## src/rtl/vga_fb_pkg.sv

```systemverilog
// Shared definitions for the 80x60 framebuffer: geometry, field widths,
// fill-controller state encoding and the {Y, X} address packing.
package vga_fb_pkg;

  localparam int NUM_COLS = 80;
  localparam int NUM_ROWS = 60;
  localparam int X_W      = 7;
  localparam int Y_W      = 6;
  localparam int ADDR_W   = X_W + Y_W;

  typedef enum logic {
    IDLE = 1'b0,
    FILL = 1'b1
  } fill_state_e;

  function automatic logic [ADDR_W-1:0] pack_addr(
    input logic [Y_W-1:0] y,
    input logic [X_W-1:0] x
  );
    return {y, x};
  endfunction

endpackage

```

## src/rtl/vga_rect_scanner.sv

```systemverilog
// Rectangle cursor: latches clipped bounds on load and walks them row-major,
// one pixel per advance, flagging the final (X1,Y1) position.
module vga_rect_scanner
  import vga_fb_pkg::*;
(
  input  logic              i_clk,
  input  logic              i_load,
  input  logic              i_advance,
  input  logic [X_W-1:0]    i_x0,
  input  logic [X_W-1:0]    i_x1,
  input  logic [Y_W-1:0]    i_y0,
  input  logic [Y_W-1:0]    i_y1,
  output logic [ADDR_W-1:0] o_addr,
  output logic              o_last
);

  logic [X_W-1:0] r_x0;
  logic [X_W-1:0] r_x1;
  logic [Y_W-1:0] r_y1;
  logic [X_W-1:0] r_x;
  logic [Y_W-1:0] r_y;
  logic           w_row_end;

  assign w_row_end = (r_x == r_x1);

  // cursor stage: X and Y are independent counters, Y only moves on the X wrap
  always_ff @(posedge i_clk) begin
    if (i_load) begin
      r_x0 <= i_x0;
      r_x1 <= i_x1;
      r_y1 <= i_y1;
      r_x  <= i_x0;
      r_y  <= i_y0;
    end else if (i_advance) begin
      if (w_row_end) begin
        r_x <= r_x0;
        r_y <= r_y + 1'b1;
      end else begin
        r_x <= r_x + 1'b1;
      end
    end
  end

  assign o_addr = pack_addr(r_y, r_x);
  assign o_last = w_row_end && (r_y == r_y1);

endmodule

```

## src/rtl/vga_fb_write_ctrl.sv

```systemverilog
// Single framebuffer write port shared between MCU pixel writes (fixed
// priority) and the rectangle-fill engine, with fully registered outputs.
module vga_fb_write_ctrl
  import vga_fb_pkg::*;
(
  input  logic              CLK,
  input  logic              RESET,
  input  logic              MCU_WE,
  input  logic [ADDR_W-1:0] MCU_WA,
  input  logic [7:0]        MCU_WD,
  input  logic              FILL_START,
  input  logic [X_W-1:0]    FILL_X0,
  input  logic [X_W-1:0]    FILL_X1,
  input  logic [Y_W-1:0]    FILL_Y0,
  input  logic [Y_W-1:0]    FILL_Y1,
  input  logic [7:0]        FILL_COLOR,
  output logic              FILL_BUSY,
  output logic              FILL_DONE,
  output logic              FB_WE,
  output logic [ADDR_W-1:0] FB_WA,
  output logic [7:0]        FB_WD
);

  localparam logic [X_W-1:0] X_MAX = X_W'(NUM_COLS - 1);
  localparam logic [Y_W-1:0] Y_MAX = Y_W'(NUM_ROWS - 1);

  function automatic logic [X_W-1:0] clamp_x(input logic [X_W-1:0] x);
    return (x > X_MAX) ? X_MAX : x;
  endfunction

  function automatic logic [Y_W-1:0] clamp_y(input logic [Y_W-1:0] y);
    return (y > Y_MAX) ? Y_MAX : y;
  endfunction

  fill_state_e       r_state;
  fill_state_e       w_state_nxt;
  logic [7:0]        r_color;
  logic [X_W-1:0]    w_x1_clip;
  logic [Y_W-1:0]    w_y1_clip;
  logic              w_empty;
  logic              w_load;
  logic              w_advance;
  logic [ADDR_W-1:0] w_scan_addr;
  logic              w_scan_last;

  logic              w_we_p0;
  logic [ADDR_W-1:0] w_wa_p0;
  logic [7:0]        w_wd_p0;
  logic              w_done_p0;
  logic              w_busy_p0;

  logic              r_we_p1;
  logic [ADDR_W-1:0] r_wa_p1;
  logic [7:0]        r_wd_p1;
  logic              r_done_p1;
  logic              r_busy_p1;

  // Out-of-range starts fall out of the same compare: X0>=80 always exceeds
  // the clamped X1, likewise for Y.
  assign w_x1_clip = clamp_x(FILL_X1);
  assign w_y1_clip = clamp_y(FILL_Y1);
  assign w_empty   = (FILL_X0 > w_x1_clip) || (FILL_Y0 > w_y1_clip);

  vga_rect_scanner u_scanner (
    .i_clk     (CLK),
    .i_load    (w_load),
    .i_advance (w_advance),
    .i_x0      (FILL_X0),
    .i_x1      (w_x1_clip),
    .i_y0      (FILL_Y0),
    .i_y1      (w_y1_clip),
    .o_addr    (w_scan_addr),
    .o_last    (w_scan_last)
  );

  always_ff @(posedge CLK) begin
    if (RESET) begin
      r_state <= IDLE;
    end else begin
      r_state <= w_state_nxt;
    end
  end

  always_ff @(posedge CLK) begin
    if (w_load) begin
      r_color <= FILL_COLOR;
    end
  end

  // p0: arbitration and next state; the MCU always wins the port
  always_comb begin
    w_state_nxt = r_state;
    w_load      = 1'b0;
    w_advance   = 1'b0;
    w_done_p0   = 1'b0;
    w_we_p0     = 1'b0;
    w_wa_p0     = r_wa_p1;
    w_wd_p0     = r_wd_p1;

    if (MCU_WE) begin
      w_we_p0 = 1'b1;
      w_wa_p0 = MCU_WA;
      w_wd_p0 = MCU_WD;
    end

    case (r_state)
      IDLE: begin
        if (FILL_START) begin
          if (w_empty) begin
            w_done_p0 = 1'b1;
          end else begin
            w_load      = 1'b1;
            w_state_nxt = FILL;
          end
        end
      end
      FILL: begin
        if (!MCU_WE) begin
          w_we_p0   = 1'b1;
          w_wa_p0   = w_scan_addr;
          w_wd_p0   = r_color;
          w_advance = 1'b1;
          if (w_scan_last) begin
            w_state_nxt = IDLE;
            w_done_p0   = 1'b1;
          end
        end
      end
      default: w_state_nxt = IDLE;
    endcase

    w_busy_p0 = (w_state_nxt == FILL);
  end

  // p1: registered framebuffer port and status flags
  always_ff @(posedge CLK) begin
    if (RESET) begin
      r_we_p1   <= 1'b0;
      r_wa_p1   <= '0;
      r_wd_p1   <= '0;
      r_done_p1 <= 1'b0;
      r_busy_p1 <= 1'b0;
    end else begin
      r_we_p1   <= w_we_p0;
      r_wa_p1   <= w_wa_p0;
      r_wd_p1   <= w_wd_p0;
      r_done_p1 <= w_done_p0;
      r_busy_p1 <= w_busy_p0;
    end
  end

  assign FB_WE     = r_we_p1;
  assign FB_WA     = r_wa_p1;
  assign FB_WD     = r_wd_p1;
  assign FILL_DONE = r_done_p1;
  assign FILL_BUSY = r_busy_p1;

endmodule

```

## config.mk

```make
export PLATFORM = sky130hd
export DESIGN_NAME = vga_fb_write_ctrl
export DESIGN_NICKNAME = d
export VERILOG_FILES = /design/src/rtl/vga_fb_pkg.sv /design/src/rtl/vga_rect_scanner.sv /design/src/rtl/vga_fb_write_ctrl.sv
export SDC_FILE = /design/constraint.sdc
export NUM_CORES = 1
export LEC_CHECK = 0
export CORE_MARGIN = 4
export CORE_UTILIZATION = 57
export CTS_CLUSTER_DIAMETER = 80
export CTS_CLUSTER_SIZE = 14
export DETAILED_ROUTE_END_ITERATION = 8
export DONT_BUFFER_PORTS = 1
export HOLD_SLACK_MARGIN = 0.05
export PLACE_DENSITY = 0.83
export SLEW_MARGIN = 20
export SYNTH_ARGS = -nofsm -noshare
export SYNTH_HDL_FRONTEND = slang
export SYNTH_SLANG_ARGS = --single-unit
export TNS_END_PERCENT = 1
```

## constraint.sdc

```tcl
create_clock -name CLK -period 3.25 [get_ports CLK]
set_clock_uncertainty 0.15 [all_clocks]
set_input_delay 0.65 -clock CLK [delete_from_list [all_inputs] [get_ports CLK]]
set_output_delay 0.65 -clock CLK [all_outputs]
set_load 0.05 [all_outputs]
```

==> run summary <==
outcome -> finished clean
period utilization -> 0.9036
Worst Setup Path Type -> primary input to flip-flop
final antenna-violating net count -> 0
pre-CTS WS -> -0.008028 ns
FF-to-FF End -> u_scanner.r_x[2]
Post-Synth Simple-Gate Area -> 0.1173
Post-DP HPWL -> 4858 um
sequential element share of the synthesized area -> 0.5211
internal power -> 1484 uW
Area Growth Syn to Fin -> 8.000%
Remaining DRCs -> 0
xor/xnor share of the synthesized area -> 0.05867
chip width -> 83.91 um
Post-Syn Nets -> 371
postcts setup bufs -> 0
post-synth cell types -> 35
port bufs -> 0
Top FF cell, synth -> edfxtp_1
VDD IR max -> 320.4 uV
Hold Path Depth -> 1
Period minus WS final -> 2.937 ns
CTS resizes -> 0
cell area after synthesis -> 3284 um2
1st-pass router iterations -> 4
Data arrival, critical path -> 2.86 ns
Sw Ratio -> 0.2758
worst r2r path cells -> 5
clock latency on the worst-skew pair -> 0.33 ns
TNS Setup -> 0 ns
Synth Register Bits -> 65
RSZ-0062 raised after global routing -> no
Least-Margin Pin Slew -> 0.5921 ns
Setup Viol. Count Final -> 0
1st-iter DRT viols -> 90
max-cap viol count -> 0
FMAX -> 340.5 MHz
die height -> 83.91 um
CTS max path bufs -> 2
CTS tree -> built
Syn. warnings -> 0
wire length per cell -> 17.26 um
GR Overflow Total -> 0
Root Buffer -> clkbuf_8
Slew headroom -> 0.6041
CP endpoint kind -> flip-flop
Antenna diodes -> 0
Reg-to-Reg Start -> u_scanner.r_x[2]
clock-pin slew on the worst setup and hold paths -> 0.07 ns
Top Ports -> 83
Reg2Reg Setup Slack -> 0.62 ns
Vias -> 2143
htree depth -> 3
Hold Crit Class -> primary input to flip-flop
CTS sink cnt -> 65
FF+latch area -> 1713 um2
Synth Area in Compound Gates -> 0.07581
hold-fix buffers at CTS -> 0
core area -> 5540 um2
Overall Global Routing Usage -> 0.1902
initial antenna violation count -> 0
starting density of the core -> 0.5928
min-delay src -> RESET
Combinational Power Share -> 0.156
ratio of cells with drive above 1 in the final layout -> 0.1217
placed inst area -> 3368 um2
Async S/R FF share, synth -> 0
Synth Area in Adders -> 0.05333
most frequent cells in the layout -> nor2_1 (49), edfxtp_1 (41), mux2i_1 (27)
Switch Pwr -> 565.2 uW
leakage -> 0.001350 uW
Setup WS post-layout -> 0.3134 ns
crit start category -> primary input
DRT Wirelength -> 6491 um
global-route wire length before repair -> 10360 um
crit-path max FO -> 31
fin. max-slew vios -> 0
TritonCTS Buffers -> 9
number of flops mapped to enable cells by yosys -> 41
multiplexer area fraction after synthesis -> 0.1337
number of fill cells in the layout -> 417
via/cell ratio -> 5.699
Worst Hold Path EP -> FB_WD[3]
Final Instance Area -> 3547 um2
vias in the first global route -> 2090
Post-Syn Instances -> 298
Power Density -> 577.8 nW/um2
largest family of logic cells by synthesized area -> multiplexers
final total power -> 2049 uW
largest net degree at the start of global routing -> 46
clock share of power -> 0.307
final-stage net count -> 372
Avg Inst Size Synth -> 11.02 um2
Final Hold Vio Count -> 0
multi-input logic area -> 1448 um2
GP Congestion -> 0.8231
final core utilization -> 0.6402
CP required -> 3.17 ns
FP Rows -> 27
Reg power frac -> 0.537
commonest non-fill, non-tap cell in the layout -> nor2_1
full die area -> 7041 um2
[state kept, by name (all words and copies together), names as in the netlist, 6 cells and up]
signal and cells:
u_scanner.r_x0 7, u_scanner.r_x 7, FB_WA 13, u_scanner.r_y1 6, u_scanner.r_y 6, FB_WD 8
u_scanner.r_x1 7, r_color 8
[through the flow]
stage | hold slack [ns] | std cells
6_report | 0.2352 | 376
5_1_grt | 0.2012 | 376
4_1_cts | 0.2132 | 376
3_5_place_dp | 0.4567 | 360
3_3_place_gp | 0.4300 | 360
2_1_floorplan | 0.4197 | 298
[worst max-delay path by stage]
stage               cells after the start        from               end  slack, ns
floorplan                               9  FILL_X1[4]  u_scanner.r_y[2]      -0.05
global placement                        9  FILL_X1[4]  u_scanner.r_y[1]       0.08
detailed placement                      9  FILL_X1[4]  u_scanner.r_x[2]     -0.008
CTS                                     9  FILL_X1[4]  u_scanner.r_x[2]       0.35
global route                            9  FILL_X1[4]  u_scanner.r_x[5]       0.21
finish                                  9  FILL_X1[4]  u_scanner.r_x[2]       0.31
[per-layer routing]
metal	track usage	vias to the layer above	share of wire
met5	0	-	0
met4	0.07749	0	0.010
met3	0.06417	4	0.080
met2	0.2943	77	0.48
met1	0.2446	1012	0.43
li1	-	1050	-
[cell type report]
type,count,share of cell area
Clock buffer,12,0.03810
Multi-Input combinational cell,200,0.4081
Tap cell,72,0.02540
Inverter,18,0.01905
Sequential cell,65,0.4829
Clock inverter,4,0.01235
Timing Repair Buffer,5,0.01411
[logic make-up (layout without fill, tap and decap cells)]
family                   after synthesis  in the layout
XOR/XNOR                              22             22
adder cells (fa/ha/maj)               14             14
AO/OA/AOI/OAI                         39             39
multiplexers                          41             41
flip-flops                            65             65
buffers and inverters                 33             39
AND/OR/NAND/NOR                       84             84
[Yosys cell counts, types with 2 or more instances]
| library cell | count | area share |
|---|---|---|
| mux2_2 | 11 | 0.038 |
| nor4_1 | 3 | 0.0057 |
| dfxtp_1 | 24 | 0.15 |
| a211oi_1 | 3 | 0.0069 |
| o21ai_0 | 2 | 0.0030 |
| nor2b_1 | 2 | 0.0038 |
| nand3_1 | 8 | 0.012 |
| mux2_4 | 3 | 0.014 |
| o21a_1 | 3 | 0.0069 |
| xnor2_1 | 13 | 0.035 |
| nand4_1 | 5 | 0.0095 |
| edfxtp_1 | 41 | 0.37 |
| clkbuf_1 | 12 | 0.014 |
| xor2_1 | 9 | 0.024 |
| nor2_1 | 49 | 0.056 |
| mux2i_1 | 27 | 0.082 |
| nand2b_1 | 5 | 0.0095 |
| inv_1 | 18 | 0.021 |
| nand2_1 | 7 | 0.0080 |
| ha_1 | 14 | 0.053 |
| a21oi_1 | 24 | 0.037 |
| buf_1 | 2 | 0.0023 |
[worst max-delay path, cell delays in order]
cell and delay, ns:
o21a_1 0.21, nor2_1 0.15, ha_1 0.28, nor2b_1 0.15
o21ai_0 0.16, nand4_1 0.21, a2111oi_4 0.44, buf_12 0.25
mux2_2 0.36
[power by group through the flow]
stage | clock network, uW | registers [uW] | logic [uW]
6_report | 629 | 1100 | 319
5_1_grt | 692 | 1110 | 357
4_1_cts | 648 | 1100 | 321
3_5_place_dp | 0 | 1120 | 319
3_3_place_gp | 0 | 1120 | 304
2_1_floorplan | 0 | 1100 | 274
(Power assumes the default switching activity.)
